File: src/rtl/nbit_addsub_pipe.sv
// rtl/nbit_addsub_pipe.sv - segmented pipelined adder/subtractor with flags and valid/ready handshake
// Each stage adds one SEG-bit slice; unconsumed operand slices shrink stage by stage as results accumulate.
module nbit_addsub_pipe #(
  parameter int NBIT = 16,
  parameter int SEG  = 4
) (
  input  logic            clk_i,
  input  logic            rst_ni,
  input  logic            valid_i,
  output logic            ready_o,
  input  logic [NBIT-1:0] a_i,
  input  logic [NBIT-1:0] b_i,
  input  logic            sub_i,
  input  logic            signed_i,
  output logic            valid_o,
  input  logic            ready_i,
  output logic [NBIT-1:0] result_o,
  output logic            carry_o,
  output logic            overflow_o,
  output logic            zero_o
);

  localparam int STAGES = NBIT / SEG;

  logic advance;

  assign advance = !valid_o || ready_i;
  assign ready_o = advance;

  for (genvar k = 0; k < STAGES; k++) begin : g_stage
    // RW: operand bits still to be consumed when entering stage k
    localparam int RW = NBIT - k * SEG;

    logic                   v_d;
    logic                   c_d;
    logic                   sub_d;
    logic                   sgn_d;
    logic [RW-1:0]          a_d;
    logic [RW-1:0]          bp_d;
    logic [SEG:0]           sum;
    logic [(k+1)*SEG-1:0]   res_n;
    logic                   v_q;
    logic                   c_q;
    logic [(k+1)*SEG-1:0]   res_q;

    if (k == 0) begin : g_in
      assign v_d   = valid_i;
      assign a_d   = a_i;
      assign bp_d  = sub_i ? ~b_i : b_i;
      assign c_d   = sub_i;
      assign sub_d = sub_i;
      assign sgn_d = signed_i;
      assign res_n = sum[SEG-1:0];
    end else begin : g_in
      assign v_d   = g_stage[k-1].v_q;
      assign a_d   = g_stage[k-1].g_pass.a_q;
      assign bp_d  = g_stage[k-1].g_pass.bp_q;
      assign c_d   = g_stage[k-1].c_q;
      assign sub_d = g_stage[k-1].g_pass.sub_q;
      assign sgn_d = g_stage[k-1].g_pass.sgn_q;
      assign res_n = {sum[SEG-1:0], g_stage[k-1].res_q};
    end

    assign sum = {1'b0, a_d[SEG-1:0]} + {1'b0, bp_d[SEG-1:0]} + {{SEG{1'b0}}, c_d};

    always_ff @(posedge clk_i or negedge rst_ni) begin
      if (!rst_ni) begin
        v_q   <= 1'b0;
        c_q   <= 1'b0;
        res_q <= '0;
      end else if (advance) begin
        v_q   <= v_d;
        c_q   <= sum[SEG];
        res_q <= res_n;
      end
    end

    if (k < STAGES - 1) begin : g_pass
      logic [RW-SEG-1:0] a_q;
      logic [RW-SEG-1:0] bp_q;
      logic              sub_q;
      logic              sgn_q;

      always_ff @(posedge clk_i or negedge rst_ni) begin
        if (!rst_ni) begin
          a_q   <= '0;
          bp_q  <= '0;
          sub_q <= 1'b0;
          sgn_q <= 1'b0;
        end else if (advance) begin
          a_q   <= a_d[RW-1:SEG];
          bp_q  <= bp_d[RW-1:SEG];
          sub_q <= sub_d;
          sgn_q <= sgn_d;
        end
      end
    end else begin : g_last
      logic ov_q;
      logic z_q;
      logic sov;
      logic uov;

      // Only the top slice remains here, so bit SEG-1 is the operand sign bit.
      assign sov = (a_d[SEG-1] == bp_d[SEG-1]) && (sum[SEG-1] != a_d[SEG-1]);
      assign uov = sub_d ? !sum[SEG] : sum[SEG];

      always_ff @(posedge clk_i or negedge rst_ni) begin
        if (!rst_ni) begin
          ov_q <= 1'b0;
          z_q  <= 1'b0;
        end else if (advance) begin
          ov_q <= sgn_d ? sov : uov;
          z_q  <= (res_n == '0);
        end
      end
    end
  end

  assign valid_o    = g_stage[STAGES-1].v_q;
  assign result_o   = g_stage[STAGES-1].res_q;
  assign carry_o    = g_stage[STAGES-1].c_q;
  assign overflow_o = g_stage[STAGES-1].g_last.ov_q;
  assign zero_o     = g_stage[STAGES-1].g_last.z_q;

endmodule
File: config.mk
export PLATFORM = sky130hd
export DESIGN_NAME = nbit_addsub_pipe
export DESIGN_NICKNAME = d
export VERILOG_FILES = /design/src/rtl/nbit_addsub_pipe.sv
export SDC_FILE = /design/constraint.sdc
export NUM_CORES = 1
export LEC_CHECK = 0
export ABC_AREA = 1
export BUFFER_PORTS_ARGS = -buffer_cell sky130_fd_sc_hd__buf_2
export CAP_MARGIN = 20
export CORE_MARGIN = 2
export CORE_UTILIZATION = 38
export CTS_BUF_LIST = sky130_fd_sc_hd__clkbuf_4 sky130_fd_sc_hd__clkbuf_8
export DETAILED_ROUTE_END_ITERATION = 10
export PLACE_DENSITY = 0.59
export SETUP_SLACK_MARGIN = 0.02
export SLEW_MARGIN = 0
export SYNTH_ARGS = -nofsm -noshare
export SYNTH_HDL_FRONTEND = slang
export SYNTH_SLANG_ARGS = --single-unit
File: constraint.sdc
create_clock -name clk_i -period 2.1 [get_ports clk_i]
set_clock_uncertainty 0.1 [all_clocks]
set_input_delay 0.42 -clock clk_i [delete_from_list [all_inputs] [get_ports clk_i]]
set_output_delay 0.42 -clock clk_i [all_outputs]
set_load 0.005 [all_outputs]
# ---- Yosys cells after proc, flatten, opt, wreduce, memory -nomap -nowiden
# Cells that the tools add are included.
dict set report op_classes {
  n_reduce_logical 5
  n_eq_ne 2
  bitwise 1
  n_addsub 8
  muxes 3
}
# op n
set ops {}
lappend ops {{$add A4 B4 Y5} 4}
lappend ops {{$add A5 B1 Y5} 4}
lappend ops {{$logic_not A16 Y1} 1}
lappend ops {{$mux W16} 1}
lappend ops {{$not A16 Y16} 1}
lappend ops {{$logic_not A1 Y1} 2}
lappend ops {{$mux W1} 2}
lappend ops {{$eq A1 B1 Y1} 1}
lappend ops {{$logic_and A1 B1 Y1} 1}
lappend ops {{$logic_or A1 B1 Y1} 1}
lappend ops {{$ne A1 B1 Y1} 1}
dict set report word_totals {
  inputBits 38
  word_cells 45
  out_inout_bits 21
  ff_bits 104
}

# ---- Logic depth before layout (Yosys ltp)
dict set report logic_depth {
  depth_word 5
  ltp_mapped 9
  depth_no_buf 9
}

# ---- Least setup slack after synthesis
# OpenSTA, ideal clock, no wires.
dict set report synth_timing {
  path_type {flip-flop to flip-flop}
  start {register g_stage[2].c_q}
  end {register g_stage[3].g_last.z_q, in the netlist zero_o}
  required_time_ns 1.917
  setup_ns 0.083
  stages_incl_launch_ff 8
  setup_slack_ns 0.213
  t_arrival_ns 1.705
  cell_sequence {dfrtp_1 > fa_1 > fa_1 > inv_1 > nand3_1 > nor2_1 > nand3_1 > o21ai_0}
}
dict set report synth_via {
  elab_chain_cells 2
}
# item line_no
set synth_rtl {}
lappend synth_rtl {{start: declaration} 43} ;# logic c_q;
lappend synth_rtl {{start signal: assignment} 73} ;# c_q <= sum[SEG];
lappend synth_rtl {{$add A5 B1 Y5} 64} ;# assign sum = {1'b0, a_d[SEG-1:0]} + {1'b0, bp_d[SEG-1:0]} + {{SEG{1'b0}}, c_d};
lappend synth_rtl {{net g_stage[3].sum[1]} 40} ;# logic [SEG:0] sum;
lappend synth_rtl {{$logic_not A16 Y1} 113} ;# z_q <= (res_n == '0);
lappend synth_rtl {{end signal: assignment} 113}
lappend synth_rtl {{end: declaration} 99} ;# logic z_q;
# The timed path passes the listed nets, and every way through them passes these cells.
# A chain may end at the register's enable or synchronous reset.

# ---- Final worst setup path
dict set report layout_timing {
  start {register g_stage[2].c_q}
  end {register g_stage[3].g_last.ov_q, in the netlist overflow_o}
}
dict set report layout_via {
  elab_chain_cells 4
}
# item line_no
set layout_rtl {}
lappend layout_rtl {{$add A5 B1 Y5 *} 64}
lappend layout_rtl {{$logic_not A1 Y1 / $ne A1 B1 Y1 (equally long branches)} {105, 104}}
lappend layout_rtl {{$mux W1 / $logic_and A1 B1 Y1 (equally long branches)} {105, 104}}
lappend layout_rtl {{$mux W1 *} 112} ;# ov_q <= sgn_d ? sov : uov;
lappend layout_rtl {{end signal: assignment} 112}
lappend layout_rtl {{end: declaration} 98} ;# logic ov_q;
# Mark *: on every way between the ends. The rest lies on a longest branch, timed or not.

==> flow_metrics.env <==
export IMPL_rsz0062_at_grt="no"
export IMPL_endpoint_kind="register"
export IMPL_vdd_drop_max_uv=394.6
export IMPL_synth_nets=558
export IMPL_crit_family="adder cells"
export IMPL_io_buffers=58
export IMPL_p_leak_nw=2.711
export IMPL_rows=40
export IMPL_place_gp_congestion=0.8316
export IMPL_area_delta_synth_final_pct=13.01
export IMPL_p_per_area_mw_per_mm2=1404
export IMPL_core_region_area_mm2=0.01206
export IMPL_num_nets_final=610
export IMPL_die_x_um=115.5
export IMPL_start_util_pct=39.15
export IMPL_antenna_found_initial=0
export IMPL_ant_nets=0
export IMPL_crit_buf_inv=0
export IMPL_synth_cell_type_count=30
export IMPL_reg2reg_setup_slack_ns=0.17
export IMPL_layout_drive_gt1_share_pct=18.82
export IMPL_setup_violations_final=0
export IMPL_hp_class="input port to async pin"
export IMPL_via_count=3257
export IMPL_grt_max_degree=105
export IMPL_grt_util_all_layers_pct=14.73
export IMPL_clk_pin_slew_ns=0.09
export IMPL_crit_type="register to register"
export IMPL_die_area_mm2=0.01333
export IMPL_cp_max_fo=3
export IMPL_finalCriticalPeriod_ns=1.930
export IMPL_start_kind="register"
export IMPL_numClockSinks=104
export IMPL_grt_pass1_wl_mm=15.57
export IMPL_drt_total_wl_mm=8.622
export IMPL_arrival_ns=2.10
export IMPL_viasPerCell=4.486
export IMPL_crit_chain="fa_2 > fa_1 > nand3_1 > nand3_1 > nand3_1 > nand2_1 > nand2_1 > nand2_1"
export IMPL_cts_buffers=9
export IMPL_required_ns=2.27
export IMPL_drtIter0Drc=199
export IMPL_cts_tree="yes"
export IMPL_final_core_util_pct=44.24
export IMPL_finalCritPeriodShare_pct=91.92
export IMPL_yosys_area_top_type_share_pct=55.11
export IMPL_io_pin_count=59
export IMPL_fp_dieH_um=115.5
export IMPL_ys_warn_count=0
export IMPL_finalInstanceArea_mm2=0.005336
export IMPL_hold_viol=12
export IMPL_diodes=0
export IMPL_firstDrtPassIters=4
export IMPL_insertion_delay_ns=0.38
export IMPL_slew_headroom_pct=61.93
export IMPL_ys_top_cells_by_area="dfrtp_1, nand2_1, ha_1"
export IMPL_tightest_slew_ns=0.5711
export IMPL_synth_top_cell_by_area="dfrtp_1"
export IMPL_clock_path_buffers=2
export IMPL_final_cells=726
export IMPL_status="finished, violations left"
export IMPL_grt_pass1_vias=3320
export IMPL_slew_viol_final=0
export IMPL_holdWs_ns=-0.02638
export IMPL_drc=0
export IMPL_synth_seq_area_share_pct=55.11
export IMPL_violations="hold timing"
export IMPL_placed_cells_incl_taps=710
export IMPL_dpl_instance_area_mm2=0.005124
export IMPL_dp_hpwl_mm=6.048
export IMPL_syn_inst=501
export IMPL_wl_per_cell_um=11.88
export IMPL_cts_root_buf="clkbuf_8"
export IMPL_netlist_area_mm2=0.004722
export IMPL_cap_violations=0
export IMPL_avgSynthCellArea_um2=9.425
export IMPL_final_setup_tns_ns=0
export IMPL_slowest_delay_ns=0.43
export IMPL_grt_remaining_overflow=0
export IMPL_fmax_mhz=518.0
export IMPL_htreeDepth=3
export IMPL_ys_seq_elements=104
export IMPL_crit_slowest_cell="fa_2"
[flip-flops by register name (all words and copies together) (netlist names)]
register and flops:
carry_o 1, g_stage.c_q 3, g_stage.g_pass.a_q 24, g_stage.g_pass.bp_q 24
g_stage.g_pass.sgn_q 3, g_stage.g_pass.sub_q 3, g_stage.res_q 24, g_stage.v_q 3
overflow_o 1, result_o 16, valid_o 1, zero_o 1
[synth_stat cells (all sizes together)]
library cell  count
nand2           198
dfrtp           104
o21ai            54
inv              34
buf              23
nor2             16
nand3            14
xnor2            13
ha               12
a21oi             8
fa                7
xor2              5
a31oi             3
nand4             3
o31ai             2
a21o              1
and2              1
clkbuf            1
nand3b            1
o21a              1
[stage by stage]
step	power [mW]	setup slack (ns)
after floorplan	5.483	0.2126
after global placement	6.170	0.1532
after detailed placement	6.276	0.1042
after CTS	7.589	0.09567
after global routing	8.224	0.04366
final	7.493	0.1696
[final cells by class]
class                      count  area, um2
clock buffer                  12      158.9
clock inverter                 4      51.30
fill                        1191       6725
inverter                      34      130.1
multi-input combinational    339       1788
sequential                   104       2603
tap                          168      210.2
timing repair buffer          65      395.4
[cell families (layout without fill, tap and decap cells)]
kind of cell	Yosys count	after routing	synth area share (%)
xor+xnor	18	18	3.339
simple gates	233	233	19.93
compound gates	69	69	8.400
fa+ha+maj	19	19	6.147
flops	104	104	55.11
buf+inv	58	115	7.075
[cells in the final DEF, fill, tap and decap left out, drive strengths merged]
master    synthesis  final
buf              23     65
nand2           198    198
xnor2            13     13
ha               12     12
a31oi             3      3
clkinvlp          0      1
fa                7      7
nand4             3      3
dfrtp           104    104
o21a              1      1
a21oi             8      8
xor2              5      5
and2              1      1
clkbuf            1     12
inv              34     35
clkinv            0      1
o21ai            54     54
nand3b            1      1
bufinv            0      1
nor2             16     16
o31ai             2      2
a21o              1      1
nand3            14     14
[layer usage]
layer / up-vias / wire length [um] / track usage (%)
met4: 0 / 150 / 5.301
met5: - / 0 / 0
met1: 1523 / 4373 / 20.60
met3: 10 / 330 / 3.452
met2: 48 / 3768 / 22.57
li1: 1676 / - / -
[power by group]
part | switching (mW) | internal [mW]
sequential | 0.497 | 2.88
combinational | 1.63 | 1.17
clock | 0.678 | 0.633
total | 2.81 | 4.69
[what timing repair did]
| action | 4_1_cts | 5_1_grt |
|---|---|---|
| hold buffers | 0 | 0 |
| gates resized for setup | 0 | 1 |
| setup endpoints to repair | 0 | 2 |
| buffers inserted | 0 | 0 |
[final timing paths]
check                                from                  endpoint  depth (start not counted)
min in group clk_i                a_i[12]  g_stage[0].g_pass.a_q[8]                          3
max in group asynchronous          rst_ni  g_stage[1].g_pass.a_q[4]                          2
min                                rst_ni                   carry_o                          2
max reg2reg                g_stage[2].c_q                overflow_o                          8
min reg2reg                g_stage[2].v_q                   valid_o                          2
max                        g_stage[2].c_q                overflow_o                          8
Power figures use the tool's default switching activity.
